File: src/rtl/nibble_add_sched.sv
// Two-requester, nibble-serial adder that shares one 4-bit ripple slice and takes NIB cycles per operation.
// Define NIBBLE_SUB_EN to add the per-requester subtract select (a - b mod 2^W).
module nibble_add_sched #(
   parameter int NIB = 4
) (
   input  logic             clk,
   input  logic             rst,
   input  logic             req0_valid,
   input  logic             req1_valid,
   output logic             req0_ready,
   output logic             req1_ready,
   input  logic [4*NIB-1:0] req0_a,
   input  logic [4*NIB-1:0] req0_b,
   input  logic [4*NIB-1:0] req1_a,
   input  logic [4*NIB-1:0] req1_b,
`ifdef NIBBLE_SUB_EN
   input  logic             req0_sub,
   input  logic             req1_sub,
`endif
   output logic             rsp_valid,
   input  logic             rsp_ready,
   output logic             rsp_id,
   output logic [4*NIB-1:0] rsp_sum,
   output logic             rsp_cout,
   output logic             busy
);

   localparam int W  = 4 * NIB;
   localparam int IW = $clog2(NIB);

   typedef enum logic [1:0] {IDLE, RUN, RESP} state_t;

   state_t        state_q, state_d;
   logic [IW-1:0] idx_q;
   logic          carry_q;
   logic          sub_q;
   logic          id_q;
   logic          rr_last_q;
   logic [W-1:0]  a_q, b_q, acc_q;

   logic          grant0, grant1;
   logic          last_nib;
   logic          sub0, sub1;
   logic [3:0]    a_nib, b_nib, s_nib;
   logic          c_out;

`ifdef NIBBLE_SUB_EN
   assign sub0 = req0_sub;
   assign sub1 = req1_sub;
`else
   assign sub0 = 1'b0;
   assign sub1 = 1'b0;
`endif

   assign last_nib = (idx_q == IW'(NIB - 1));

   // FSM next state and grant; rr_last_q high means requester 1 was granted last.
   always_comb begin
      state_d = state_q;
      grant0  = 1'b0;
      grant1  = 1'b0;
      case (state_q)
         IDLE: begin
            if (req0_valid && (!req1_valid || rr_last_q)) grant0 = 1'b1;
            else if (req1_valid)                          grant1 = 1'b1;
            if (grant0 || grant1) state_d = RUN;
         end
         RUN:     if (last_nib)  state_d = RESP;
         RESP:    if (rsp_ready) state_d = IDLE;
         default: state_d = IDLE;
      endcase
   end

   // NOTE: ready is a combinational path from the grant; gating with rst keeps it low while reset is asserted.
   assign req0_ready = grant0 & ~rst;
   assign req1_ready = grant1 & ~rst;
   assign rsp_valid  = (state_q == RESP);
   assign busy       = (state_q != IDLE);

   // Operands shift right one nibble per RUN cycle, so the slice always sees the low nibble.
   assign a_nib = a_q[3:0];
   assign b_nib = b_q[3:0] ^ {4{sub_q}};

   // NOTE: blocking assignments inside always_comb model the ripple chain in order; c gets its value first.
   always_comb begin
      logic c;
      c     = carry_q;
      s_nib = 4'h0;
      for (int k = 0; k < 4; k++) begin
         s_nib[k] = a_nib[k] ^ b_nib[k] ^ c;
         c        = (a_nib[k] & b_nib[k]) | (c & (a_nib[k] ^ b_nib[k]));
      end
      c_out = c;
   end

   // NOTE: sequential state uses non-blocking assignments so every register samples pre-edge values.
   always_ff @(posedge clk or posedge rst) begin
      if (rst) state_q <= IDLE;
      else     state_q <= state_d;
   end

   always_ff @(posedge clk or posedge rst) begin
      if (rst) begin
         idx_q     <= '0;
         carry_q   <= 1'b0;
         sub_q     <= 1'b0;
         id_q      <= 1'b0;
         rr_last_q <= 1'b1;
         a_q       <= '0;
         b_q       <= '0;
         acc_q     <= '0;
         rsp_sum   <= '0;
         rsp_cout  <= 1'b0;
         rsp_id    <= 1'b0;
      end else begin
         case (state_q)
            IDLE: begin
               if (grant0 || grant1) begin
                  a_q       <= grant1 ? req1_a : req0_a;
                  b_q       <= grant1 ? req1_b : req0_b;
                  sub_q     <= grant1 ? sub1 : sub0;
                  carry_q   <= grant1 ? sub1 : sub0;
                  id_q      <= grant1;
                  rr_last_q <= grant1;
                  idx_q     <= '0;
               end
            end
            RUN: begin
               a_q     <= a_q >> 4;
               b_q     <= b_q >> 4;
               acc_q   <= {s_nib, acc_q[W-1:4]};
               carry_q <= c_out;
               idx_q   <= idx_q + 1'b1;
               // Result registers only change on entry to RESP, so they hold between operations.
               if (last_nib) begin
                  rsp_sum  <= {s_nib, acc_q[W-1:4]};
                  rsp_cout <= c_out;
                  rsp_id   <= id_q;
               end
            end
            default: ;
         endcase
      end
   end

endmodule

File: config.mk
export PLATFORM = sky130hd
export DESIGN_NAME = nibble_add_sched
export DESIGN_NICKNAME = d
export VERILOG_FILES = /design/src/rtl/nibble_add_sched.sv
export SDC_FILE = /design/constraint.sdc
export NUM_CORES = 1
export LEC_CHECK = 0
export CAP_MARGIN = 5
export CORE_ASPECT_RATIO = 1.2
export CORE_MARGIN = 1.5
export CORE_UTILIZATION = 52
export CTS_CLUSTER_SIZE = 10
export DETAILED_ROUTE_END_ITERATION = 12
export PLACE_DENSITY_LB_ADDON = 0.25
export RECOVER_POWER = 25
export SLEW_MARGIN = 20
export SYNTH_ARGS = -nofsm -noshare
export SYNTH_HDL_FRONTEND = slang
export SYNTH_SLANG_ARGS = --single-unit
File: constraint.sdc
create_clock -name clk -period 4.5 [get_ports clk]
set_input_delay 0.675 -clock clk [delete_from_list [all_inputs] [get_ports clk]]
set_output_delay 0.675 -clock clk [all_outputs]
set_load 0.03 [all_outputs]
==> results by group <==
STA
  • Setup repair after global routing missed its margin: false
  • Hold Violations, Final: 0
  • Worst clock skew: 0.00783 ns
  • Setup violation total in the final timing report: 0
  • Setup tns final: 0 ns
  • Worst-margin pin slew: 1.66 ns
  • Slew HR: -10.7%
  • Final number of max-transition violations: 70
  • Final worst path period need: 3.03 ns
  • Share of the clock period used by the worst path after layout: 67.4%
  • Maximum clock frequency: 330 MHz

Synth
  • Number of distinct library cells after synthesis: 29
  • Proportion of netlist area held by the largest area contributor: 51.0%
  • Dominant cells by area after synthesis: sky130_fd_sc_hd__dfrtp_1, sky130_fd_sc_hd__mux2i_1, sky130_fd_sc_hd__a221oi_2
  • Most common cell in the netlist: sky130_fd_sc_hd__dfrtp_1
  • Count of flip-flops with a built-in enable after synthesis: 0
  • Async S/R FF share, synth: 100%
  • Yosys Warn Count: 0
  • Register area share after synthesis: 51.7%
  • Cell area after technology mapping: 0.00334 mm²
  • Most used standard cells in the synthesized netlist: sky130_fd_sc_hd__dfrtp_1, sky130_fd_sc_hd__nand2_1, sky130_fd_sc_hd__mux2i_1, sky130_fd_sc_hd__inv_1, sky130_fd_sc_hd__nor2_1
  • Register bit count reported by yosys: 69
  • Cell count after synthesis: 288
  • Synthesized Nets: 362
  • Avg Inst Size Synth: 11.6 µm²
  • Yosys top cell by area: sky130_fd_sc_hd__dfrtp_1
  • Primary FF master, synth: sky130_fd_sc_hd__dfrtp_1

Critical path
  • Crit Path Max Fanout: 6
  • Endpoint kind of the worst setup timing path: output port
  • Path type of the worst setup path: in -> out
  • Kind of launch point of the worst setup path: input pin
  • Arrival time at the worst endpoint: 2.36 ns
  • Required time of the critical path: 3.83 ns

Drt
  • Post-DR vias/cell: 5.34
  • WL/cell: 14.7 µm
  • First-pass iteration count of the detailed router: 4
  • Routed Antenna Nets: 0
  • Number of vias in the routed layout: 2467
  • Residual DRC count: 0
  • Total routed wirelength: 6810 µm
  • Initial drt markers: 120

Die
  • Starting utilization of the core area: 54.5%
  • Chip Height: 90.8 µm
  • Area of the core region: 0.00613 mm²
  • Number of standard-cell rows in the floorplan: 31
  • DIE AREA: 0.00691 mm²
  • Number of primary I/O pins: 91
  • Die width: 76.2 µm

Clock tree
  • Number of resized instances in the post-cts repair step: 0
  • Clock Root Buffer: sky130_fd_sc_hd__clkbuf_8
  • Clock-pin transition on the worst setup and hold timing paths: 0.07 ns
  • Clock latency on the worst-skew pair: 0.33 ns
  • Bufs on Longest Clock Path: 2
  • Postcts setup bufs: 0
  • Number of buffers added to fix hold violations after cts: 0
  • Number of CTS-inserted buffers: 9
  • Maximum level of the CTS H-tree: 3
  • TritonCTS Sinks: 69
  • Clock tree from TritonCTS: yes

Power
  • Pleak: 2.04 nW
  • Sequential Power Share: 36.4%
  • Cell Int Power: 0.00183 W
  • Net switching fraction of the power: 39.8%
  • Peak ir drop on the vdd network: 0.641 mV
  • Switching component of the power: 0.00121 W
  • Power density of the placed cells: 682 mW/mm²
  • Clock share of power: 16.2%
  • Part of the total power dissipated in combinational logic: 47.5%

Placement
  • Instance area at placement: 0.00426 mm²
  • Final GP Congestion: 0.717
  • Count of port buffers added during placement: 90
  • Half-perimeter wire length after detailed placement: 4820 µm

GRT
  • First-pass GRT wire length: 11800 µm
  • Grt total ovfl: 0
  • Initial antenna violation count: 0
  • Largest net degree at the start of global routing: 70
  • Via count of the first global-routing pass: 2630
  • Total routing resource utilization after global routing: 21.7%

Status
  • Violations in the final reports: capacitance limit, slew limit
  • Outcome: finished, violations left

Final layout
  • Layout fillers: 500
  • Ant. Diodes: 0
  • Fraction of layout cells with a size suffix above 1: 14.7%
  • Final core area utilization: 72.6%
  • Post-synthesis to final-layout area growth: 33.2%
  • Area of all placed cells without fillers: 0.00445 mm²
  • Net count of the finished layout: 449
  • Multi-input logic area: 0.00138 mm²
  • Area occupied by registers: 0.00173 mm²

Run
  • Number of max-cap violations: 1

Worst hold path
  • Worst hold-check path type: reg -> reg
[sequential cells by signal, indices dropped and copies added, names as in the netlist]
signal and cells:
a_q 16, b_q 16, rsp_sum 16, acc_q 12
idx_q 2, state_q 2, carry_q 1, id_q 1
rr_last_q 1, rsp_cout 1, rsp_id 1
[stage by stage]
step           instances  hold WS [ns]  power (W)  worst slack, ns
2_1_floorplan        288         0.442    0.00214             1.17
3_3_place_gp         446         0.456    0.00250             1.58
3_5_place_dp         446         0.463    0.00257             1.53
4_1_cts              462         0.480    0.00306             1.53
5_1_grt              462         0.503    0.00326             1.35
6_report             462         0.471    0.00304             1.47
[cell type report]
cell class | instances | share of cell area, %
clock buffers | 12 | 3.26
clock inverters | 4 | 1.07
inverters | 31 | 2.62
multi-input cells | 170 | 31.0
flip-flops and latches | 69 | 38.8
well taps | 82 | 2.31
repair buffers | 94 | 20.9
[kinds of logic (layout without fill, tap and decap cells)]
logic type                 Yosys count  count (layout)  share of synthesized area, %
buffers and inverters               49             141                          7.16
and+or+nand+nor                     68              68                          8.21
AOI/OAI and AO/OA                   50              50                          15.5
muxes                               47              47                          14.6
DFF                                 69              69                          51.7
adders and majority gates            5               5                          2.77
[layout by cell type (no fill, tap or decap)]
master and n:
sky130_fd_sc_hd__fa_1 4, sky130_fd_sc_hd__a22o_1 2, sky130_fd_sc_hd__dfrtp_1 68, sky130_fd_sc_hd__nor2_1 25
sky130_fd_sc_hd__nor3_1 2, sky130_fd_sc_hd__a21boi_4 1, sky130_fd_sc_hd__clkbuf_1 2, sky130_fd_sc_hd__clkbuf_2 1
sky130_fd_sc_hd__clkinv_2 2, sky130_fd_sc_hd__nand2b_1 2, sky130_fd_sc_hd__nor2b_1 1, sky130_fd_sc_hd__mux2i_1 32
sky130_fd_sc_hd__and3_1 1, sky130_fd_sc_hd__buf_4 3, sky130_fd_sc_hd__a221oi_1 4, sky130_fd_sc_hd__ha_1 1
sky130_fd_sc_hd__clkdlybuf4s50_1 88, sky130_fd_sc_hd__nand3b_1 1, sky130_fd_sc_hd__o21ai_1 1, sky130_fd_sc_hd__o21ai_0 10
sky130_fd_sc_hd__nand2_1 35, sky130_fd_sc_hd__dlygate4sd3_1 2, sky130_fd_sc_hd__dfstp_2 1, sky130_fd_sc_hd__a21oi_1 1
sky130_fd_sc_hd__a221oi_2 20, sky130_fd_sc_hd__bufinv_16 1, sky130_fd_sc_hd__inv_1 31, sky130_fd_sc_hd__or2_2 1
sky130_fd_sc_hd__mux2_2 15, sky130_fd_sc_hd__a31oi_1 1, sky130_fd_sc_hd__clkinvlp_4 1, sky130_fd_sc_hd__o2bb2ai_1 9
sky130_fd_sc_hd__o21a_1 1, sky130_fd_sc_hd__clkbuf_8 10
[final timing paths]
check / start / endpoint / slack, ns / depth (start not counted)
worst max-delay path: req1_valid / req1_ready / 1.47 / 4
worst min-delay path: acc_q[6] / acc_q[6] / 0.47 / 2
worst max register to register: a_q[0] / acc_q[15] / 2.22 / 8
worst min register to register: acc_q[6] / acc_q[6] / 0.47 / 2
max in group asynchronous: rst / acc_q[9] / 2.09 / 3
min in group asynchronous: rst / a_q[13] / 1.43 / 3
[power groups by stage]
stage,clock [W],sequential (W),combinational (W)
6_report,0.000491,0.00110,0.00144
5_1_grt,0.000525,0.00114,0.00159
4_1_cts,0.000500,0.00111,0.00146
3_5_place_dp,0,0.00111,0.00145
3_3_place_gp,0,0.00110,0.00140
2_1_floorplan,0,0.00121,0.000930
[metal layers]
metal	part of all wire [%]	vias to the layer above	global-route usage (%)
li1	-	1172	-
met1	39	1206	24.2
met2	54	73	39.0
met3	4.1	16	5.05
met4	2.5	0	9.72
met5	0	-	0
[critical path, stage by stage]
cell and delay, ns:
sky130_fd_sc_hd__dlygate4sd3_1 0.64, sky130_fd_sc_hd__a21boi_4 0.21, sky130_fd_sc_hd__and3_1 0.16, sky130_fd_sc_hd__clkdlybuf4s50_1 0.67
Power figures use the tool's default switching activity.
